[src/rtl/mc_ctrl_fsm.sv]
// mc_ctrl_fsm: multi-cycle control FSM for the add/sub/or ALU datapath.
// Sequences fetch, decode, execute, memory and write-back for the MIPS subset
// addu/add/subu/or/slt, ori, lw, sw, beq, j. Traps signed-add overflow and
// counts retired instructions.
// Ports:
//   clk, rst_n                  clock, asynchronous active-low reset
//   op, funct                   opcode / function fields from the IR
//   alu_zero/overflow/less_than ALU status (combinational, current cycle)
//   mem_ready                   memory completes the current access
//   alu_sel, alu_src_a/b        ALU operation and operand selects
//   ext_zero                    zero-extend the immediate
//   pc_we, ir_we, mem_re/we, reg_we  enables
//   pc_src, reg_dst, wb_sel     PC, destination and write-back selects
//   ovf_exc, illegal            one-cycle exception pulses
//   state, retired              debug state and retired-instruction count
module mc_ctrl_fsm (
  input  logic        clk,
  input  logic        rst_n,
  input  logic [5:0]  op,
  input  logic [5:0]  funct,
  input  logic        alu_zero,
  input  logic        alu_overflow,
  input  logic        alu_less_than,
  input  logic        mem_ready,
  output logic [1:0]  alu_sel,
  output logic        alu_src_a,
  output logic [1:0]  alu_src_b,
  output logic        ext_zero,
  output logic        pc_we,
  output logic        ir_we,
  output logic        mem_re,
  output logic        mem_we,
  output logic        reg_we,
  output logic [1:0]  pc_src,
  output logic        reg_dst,
  output logic [1:0]  wb_sel,
  output logic        ovf_exc,
  output logic        illegal,
  output logic [3:0]  state,
  output logic [31:0] retired
);

  typedef enum logic [3:0] {
    S_FETCH  = 4'd0,
    S_DECODE = 4'd1,
    S_EXEC_R = 4'd2,
    S_EXEC_I = 4'd3,
    S_ADDR   = 4'd4,
    S_MEM_RD = 4'd5,
    S_MEM_WB = 4'd6,
    S_MEM_WR = 4'd7,
    S_BRANCH = 4'd8,
    S_JUMP   = 4'd9,
    S_WB     = 4'd10
  } state_t;

  localparam logic [5:0] OP_RTYPE = 6'b000000;
  localparam logic [5:0] OP_ORI   = 6'b001101;
  localparam logic [5:0] OP_LW    = 6'b100011;
  localparam logic [5:0] OP_SW    = 6'b101011;
  localparam logic [5:0] OP_BEQ   = 6'b000100;
  localparam logic [5:0] OP_J     = 6'b000010;

  localparam logic [5:0] FN_ADD   = 6'b100000;
  localparam logic [5:0] FN_ADDU  = 6'b100001;
  localparam logic [5:0] FN_SUBU  = 6'b100011;
  localparam logic [5:0] FN_OR    = 6'b100101;
  localparam logic [5:0] FN_SLT   = 6'b101010;

  state_t cur, nxt;
  logic   ovf_pending;
  logic   lt_q;
  logic   is_r;
  logic   r_ok;
  logic   op_ok;
  logic   retire;

  assign is_r  = (op == OP_RTYPE);
  assign r_ok  = (funct == FN_ADD) || (funct == FN_ADDU) || (funct == FN_SUBU) ||
                 (funct == FN_OR)  || (funct == FN_SLT);
  assign op_ok = (is_r && r_ok) || (op == OP_ORI) || (op == OP_LW) ||
                 (op == OP_SW) || (op == OP_BEQ) || (op == OP_J);

  // An instruction retires on its last cycle; trapped adds never do.
  assign retire = ((cur == S_WB) && !ovf_pending) || (cur == S_MEM_WB) ||
                  ((cur == S_MEM_WR) && mem_ready) || (cur == S_BRANCH) ||
                  (cur == S_JUMP);

  assign state = cur;

  // State, trap flag, slt flag and retired counter
  always_ff @(posedge clk or negedge rst_n) begin
    if (!rst_n) begin
      cur         <= S_FETCH;
      ovf_pending <= 1'b0;
      lt_q        <= 1'b0;
      retired     <= 32'd0;
    end else begin
      cur <= nxt;
      if (cur == S_EXEC_R) begin
        ovf_pending <= (funct == FN_ADD) && alu_overflow;
        lt_q        <= alu_less_than;
      end else if (cur == S_WB) begin
        // Consumed here, so a following ori cannot inherit a stale trap.
        ovf_pending <= 1'b0;
      end
      if (retire) retired <= retired + 32'd1;
    end
  end

  always_comb begin
    nxt = cur;
    case (cur)
      S_FETCH:  if (mem_ready) nxt = S_DECODE;
      S_DECODE: begin
        if (!op_ok)              nxt = S_FETCH;
        else if (is_r)           nxt = S_EXEC_R;
        else if (op == OP_ORI)   nxt = S_EXEC_I;
        else if (op == OP_BEQ)   nxt = S_BRANCH;
        else if (op == OP_J)     nxt = S_JUMP;
        else                     nxt = S_ADDR;
      end
      S_EXEC_R: nxt = S_WB;
      S_EXEC_I: nxt = S_WB;
      S_ADDR:   nxt = (op == OP_SW) ? S_MEM_WR : S_MEM_RD;
      S_MEM_RD: if (mem_ready) nxt = S_MEM_WB;
      S_MEM_WB: nxt = S_FETCH;
      S_MEM_WR: if (mem_ready) nxt = S_FETCH;
      S_BRANCH: nxt = S_FETCH;
      S_JUMP:   nxt = S_FETCH;
      S_WB:     nxt = S_FETCH;
      default:  nxt = S_FETCH;
    endcase
  end

  // Outputs are held at zero while reset is asserted.
  always_comb begin
    alu_sel   = 2'b00;
    alu_src_a = 1'b0;
    alu_src_b = 2'b00;
    ext_zero  = 1'b0;
    pc_we     = 1'b0;
    ir_we     = 1'b0;
    mem_re    = 1'b0;
    mem_we    = 1'b0;
    reg_we    = 1'b0;
    pc_src    = 2'b00;
    reg_dst   = 1'b0;
    wb_sel    = 2'b00;
    ovf_exc   = 1'b0;
    illegal   = 1'b0;
    if (rst_n) begin
      case (cur)
        S_FETCH: begin
          mem_re    = 1'b1;
          alu_src_b = 2'b01;
          ir_we     = mem_ready;
          pc_we     = mem_ready;
        end
        S_DECODE: begin
          alu_src_b = 2'b11;
          illegal   = !op_ok;
        end
        S_EXEC_R: begin
          alu_src_a = 1'b1;
          if (funct == FN_SUBU || funct == FN_SLT) alu_sel = 2'b01;
          else if (funct == FN_OR)                alu_sel = 2'b10;
        end
        S_EXEC_I: begin
          alu_src_a = 1'b1;
          alu_src_b = 2'b10;
          ext_zero  = 1'b1;
          alu_sel   = 2'b10;
        end
        S_WB: begin
          reg_dst = is_r;
          wb_sel  = (is_r && funct == FN_SLT) ? 2'b10 : 2'b00;
          reg_we  = !ovf_pending;
          ovf_exc = ovf_pending;
        end
        S_ADDR: begin
          alu_src_a = 1'b1;
          alu_src_b = 2'b10;
        end
        S_MEM_RD: mem_re = 1'b1;
        S_MEM_WB: begin
          reg_we = 1'b1;
          wb_sel = 2'b01;
        end
        S_MEM_WR: mem_we = 1'b1;
        S_BRANCH: begin
          alu_src_a = 1'b1;
          alu_sel   = 2'b01;
          pc_src    = 2'b01;
          pc_we     = alu_zero;
        end
        S_JUMP: begin
          pc_src = 2'b10;
          pc_we  = 1'b1;
        end
        default: ;
      endcase
    end
  end

endmodule

[config.mk]
export PLATFORM = sky130hd
export DESIGN_NAME = mc_ctrl_fsm
export DESIGN_NICKNAME = d
export VERILOG_FILES = /design/src/rtl/mc_ctrl_fsm.sv
export SDC_FILE = /design/constraint.sdc
export NUM_CORES = 1
export LEC_CHECK = 0
export CORE_UTILIZATION = 50
export DETAILED_ROUTE_END_ITERATION = 10
export PLACE_DENSITY = 0.86
export SYNTH_ARGS = -nofsm -noshare
export SYNTH_HDL_FRONTEND = slang
export SYNTH_SLANG_ARGS = --single-unit
[constraint.sdc]
create_clock -name clk -period 4 [get_ports clk]
set_input_delay 0.4 -clock clk [delete_from_list [all_inputs] [get_ports clk]]
set_output_delay 0.4 -clock clk [all_outputs]
set_load 0.01 [all_outputs]
==> Yosys cells after proc, flatten, opt, wreduce, memory -nomap -nowiden <==
Cells that the tools add are included.
{ "op_classes": {"n_addsub": 1, "eq_ne": 23, "muxes": 43, "n_reduce_logical": 29} }
{ "ops": {"columns": ["operator", "count"], "rows": [
  ["6-bit equality test (second input constant)", 7],
  ["32-bit by 1-bit adder with 32-bit output (second input constant)", 1],
  ["4-bit 2-to-1 mux", 8],
  ["4-bit one-hot mux with 6 select lines", 1],
  ["1-bit 2-to-1 mux", 20],
  ["4-bit by 3-bit equality test with 1-bit output (second input constant)", 4],
  ["2-bit 2-to-1 mux", 8],
  ["1-bit logical OR", 14],
  ["4-bit equality test (second input constant)", 3],
  ["2-bit one-hot mux with 3 select lines", 2],
  ["4-bit by 2-bit equality test with 1-bit output (second input constant)", 2],
  ["2-bit one-hot mux with 2 select lines", 2],
  ["6-bit by 2-bit equality test with 1-bit output (second input constant)", 1],
  ["6-bit by 3-bit equality test with 1-bit output (second input constant)", 1],
  ["6-bit by 4-bit equality test with 1-bit output (second input constant)", 1],
  ["6-bit logical NOT", 1],
  ["2-bit != test (second input constant)", 3],
  ["2-bit OR reduction", 3],
  ["1-bit logical AND", 5],
  ["4-bit by 1-bit equality test with 1-bit output (second input constant)", 1],
  ["4-bit logical NOT", 1],
  ["4-bit OR reduction", 1],
  ["1-bit one-hot mux with 3 select lines", 1],
  ["3-bit AND reduction", 1],
  ["other kinds (3)", 4]
]} }
{ "word_totals": {"regBits": 37, "inputBits": 18, "out_inout_bits": 54, "wordCells": 99} }

==> Longest topological paths before layout <==
{ "logic_depth": {"depth_word": 14, "depth_mapped": 6, "depth_no_buf": 5} }

==> Worst setup path before layout <==
No wires, ideal clock.
{ "synth_path": {"kind": "input to output", "from": "input port op[0]", "to": "output port wb_sel[1]", "arrival_ps": 1880, "required_time_ps": 3600, "slack_ps": 1720, "path_stages": 4, "n_path_buf": 0, "path_cell_list": "or2_2 > nor4_1 > nor4b_1 > nor3b_1"} }
{ "synth_via": {"elab_chain_len": 5} }
{ "synth_lines": {"columns": ["item", "line", "source"], "rows": [
  ["from (decl)", "19", "input logic [5:0] op,"],
  ["6-bit logical NOT", "78", "assign is_r = (op == OP_RTYPE);"],
  ["1-bit logical AND", "177", "wb_sel = (is_r && funct == FN_SLT) ? 2'b10 : 2'b00;"],
  ["2-bit 2-to-1 mux", "177", null],
  ["2-bit one-hot mux with 2 select lines", "153", "case (cur)"],
  ["2-bit 2-to-1 mux", "152", "if (rst_n) begin"],
  ["to (decl)", "36", "output logic [1:0] wb_sel,"]
]} }
No other way between the ends.

==> Worst setup path after layout <==
Ends and elaborated chain as after synthesis.

==> impl_results.rst <==
.. list-table::
   :header-rows: 1

   * - Metric
     - Value
   * - Area share of the largest cell type after synthesis
     - 0.424
   * - Post-CTS setup buffer count
     - 0
   * - Worst path arrival time
     - about 2.7 ns
   * - Final Instance Count excl. Fillers
     - about 350
   * - Number of library cell types mapped by synthesis
     - 47
   * - Sum of negative setup slack
     - 0 ns
   * - Final routed DRC violation total
     - 0
   * - Starting Density
     - 0.535
   * - CTS HTree Levels
     - 2
   * - Clock tree from TritonCTS
     - built
   * - Synthesis-to-finish area growth
     - 37.8%
   * - Number of maximum-capacitance violations
     - 0
   * - Dominant cells by area after synthesis
     - sky130_fd_sc_hd__dfrtp_1 42%, sky130_fd_sc_hd__xnor2_1 8.8%, sky130_fd_sc_hd__xor2_1 4.4%, sky130_fd_sc_hd__nand2_1 3.4%, sky130_fd_sc_hd__nand2b_1 3.4%
   * - Required time at the worst-slack endpoint
     - ~3.6 ns
   * - Top cell types by occurrence after synthesis
     - 37 x sky130_fd_sc_hd__dfrtp_1, 22 x sky130_fd_sc_hd__xnor2_1, 20 x sky130_fd_sc_hd__nand2_1, 20 x sky130_fd_sc_hd__nor2_1
   * - DRT Pass-1 Iters
     - 4
   * - GRT Total Usage
     - 0.251
   * - Portion of the clock cycle consumed by the worst path in the final layout
     - 0.779
   * - Worst setup slack after placement
     - a little under 0.9 ns
   * - Routed vias
     - 1974
   * - Final count of negative-setup-slack endpoints
     - 0
   * - Clock latency reported for the late side of the worst-skew pair
     - between 0.2 and 0.3 ns
   * - Run status
     - finished clean
   * - Global-route wire length before repair
     - 8640 um
   * - Highest Clock Rate
     - between 300 and 400 MHz
   * - Worst hold slack
     - about 0.04 ns
   * - Overall routed net length
     - roughly 5300 um
   * - Post-detailed-route via-to-cell ratio
     - about 5.6
   * - Average detailed-routed wire length per instance
     - about 15 um
   * - FILL cells
     - 322
   * - DP Cell Count
     - about 350
   * - Row Count
     - 23
   * - Core box area
     - 4090 sq um
   * - Net count, final
     - ~320
   * - Post-detail-place hpwl
     - a little under 4000 um
   * - Count of hold-fix buffers inserted at cts
     - 0
   * - Die outline height
     - roughly 70 um
   * - Cell type contributing the most total cell area after synthesis
     - sky130_fd_sc_hd__dfrtp_1
   * - Global placement routability congestion
     - around 0.85
   * - Share of the yosys chip area belonging to registers
     - 0.424
   * - Number of nets still failing antenna checks after routing
     - 0
   * - Number of warning messages in the yosys log
     - 0
   * - CTS clock-pin slew for the worst setup and hold paths
     - ~0.070 ns
   * - Total inserted antenna cells
     - 0
   * - Largest fanout on the critical path
     - 5
   * - Overall die width
     - just under 70 um
   * - Synth Cell Area
     - between 2000 and 2500 sq um
   * - Largest net degree at the start of global routing
     - 27
   * - Number of sinks handled by clock tree synthesis
     - 37
   * - Static leakage
     - about 1.2 nW
   * - First DRT Iteration DRCs
     - between 150 and 200
   * - Crit end category
     - output port
   * - Boundary Pins
     - 72
   * - Share of synthesized registers carrying an async set or reset
     - 1.00
   * - Prevailing post-synth register cell
     - sky130_fd_sc_hd__dfrtp_1
   * - Post_cts resized
     - 0
   * - Leftover overflow at the end of global routing
     - 0
   * - Type of the setup path with the least slack
     - in -> out
   * - Via count of the first global-routing pass
     - 1820
   * - Synthesized netlist cell count
     - around 230
   * - Most used standard cell by instance count after synthesis
     - sky130_fd_sc_hd__dfrtp_1
   * - Unrepaired setup endpoints after global routing
     - false
   * - Power density cells
     - about 440 nW/um^2
   * - Count of input and output buffers
     - 70
   * - Peak VDD IR
     - 364 uV
   * - Post-synth EDFFs
     - 0
   * - Number of endpoints with negative hold slack in the final report
     - 0
   * - Total Power
     - 1.31 mW
   * - Slew HR
     - 0.536
   * - Worst-Margin Slew
     - between 0.6 and 0.7 ns
   * - Max Clock Skew
     - 0.00261 ns
   * - Share of final-layout standard cells stronger than drive strength 1
     - 0.0759
   * - Clock tree buffer depth
     - 2
   * - Library cell used as clock root buffer
     - sky130_fd_sc_hd__clkbuf_8
   * - Worst hold-check path type
     - in -> async
   * - Die footprint
     - 4640 sq um
   * - Mean instance size in the synthesized netlist
     - between 9 and 10 sq um
   * - Clock period minus worst slack
     - 3.12 ns
   * - Critical Path Start Type
     - input pin
   * - Flip-flop and latch count after synthesis
     - 37
   * - Post-synthesis net count
     - between 200 and 300
   * - Antenna violations before repair
     - 0
   * - Number of buffers created by CTS
     - 5
   * - Final setup margin
     - roughly 0.88 ns
   * - Final slew viol count
     - 0
[layout make-up]
type	count	area, sq um	share of cell area
Clock buffer	7	86.3	0.0287
Inverter	7	26.3	0.00873
Multi-Input combinational cell	181	1210	0.401
Sequential cell	37	926	0.308
Tap cell	50	62.6	0.0208
Timing Repair Buffer	71	703	0.234
[power breakdown]
group          leakage [nW]  internal [mW]  switching (mW)
Sequential            0.497          0.415           0.119
Clock                0.0443          0.137           0.120
Combinational         0.691          0.278           0.246
[worst max-delay path, stage by stage]
cell and delay [ns]:
sky130_fd_sc_hd__clkdlybuf4s50_1 0.47, sky130_fd_sc_hd__or2_2 0.36, sky130_fd_sc_hd__nor4_1 0.32, sky130_fd_sc_hd__nor4b_1 0.34, sky130_fd_sc_hd__nor3b_1 0.26, sky130_fd_sc_hd__clkdlybuf4s50_1 0.57
[sequential cells by signal, indices dropped and copies added, names as in the netlist]
register,flops
ovf_pending,1
retired,32
state,4
[final timing paths]
kind	from	end	slack, ns	cells after the start
worst min-delay path	rst_n	retired[25]	0.04	1
worst max register to register	state[0]	retired[27]	1.54	5
worst max-delay path	op[0]	wb_sel[1]	0.88	6
worst min register to register	retired[31]	retired[31]	0.47	1
max in group asynchronous	rst_n	retired[6]	3.32	2
min in group clk	retired[31]	retired[31]	0.47	1
[metal layers]
layer | wire length, um | share of wire | vias to the layer above | global-route usage
met1 | 2410 | 0.46 | 945 | 0.342
met5 | 0 | 0 | - | 0
li1 | - | - | 970 | -
met2 | 2550 | 0.49 | 52 | 0.395
met3 | 233 | 0.044 | 7 | 0.0650
met4 | 58 | 0.011 | 0 | 0.0651
[cells in the final DEF (no fill, tap or decap), drive strengths merged, types with 3 or more instances in the layout]
cell type,instances
nor3,14
nand2b,12
and3,4
clkbuf,7
xor2,11
nor4,4
nand2,20
xnor2,22
a21oi,5
nor3b,4
o21ai,7
nor2,20
nand3,12
dfrtp,37
nor2b,3
clkdlybuf4s50,69
nand4,11
or2,4
inv,7
[stage by stage]
step	area, sq um	utilization
final	3010	0.737
after global routing	3010	0.737
after CTS	3010	0.737
after detailed placement	2920	0.716
after global placement	2920	0.716
after floorplan	2180	-
[logic make-up after synthesis]
group / synth area share
AO/OA/AOI/OAI: 0.0899
XOR/XNOR: 0.132
buffers and inverters: 0.0241
multiplexers: 0.0143
adder cells (fa/ha/maj): 0.0103
AND/OR/NAND/NOR: 0.305
flip-flops: 0.424
Power figures use the tool's default switching activity.
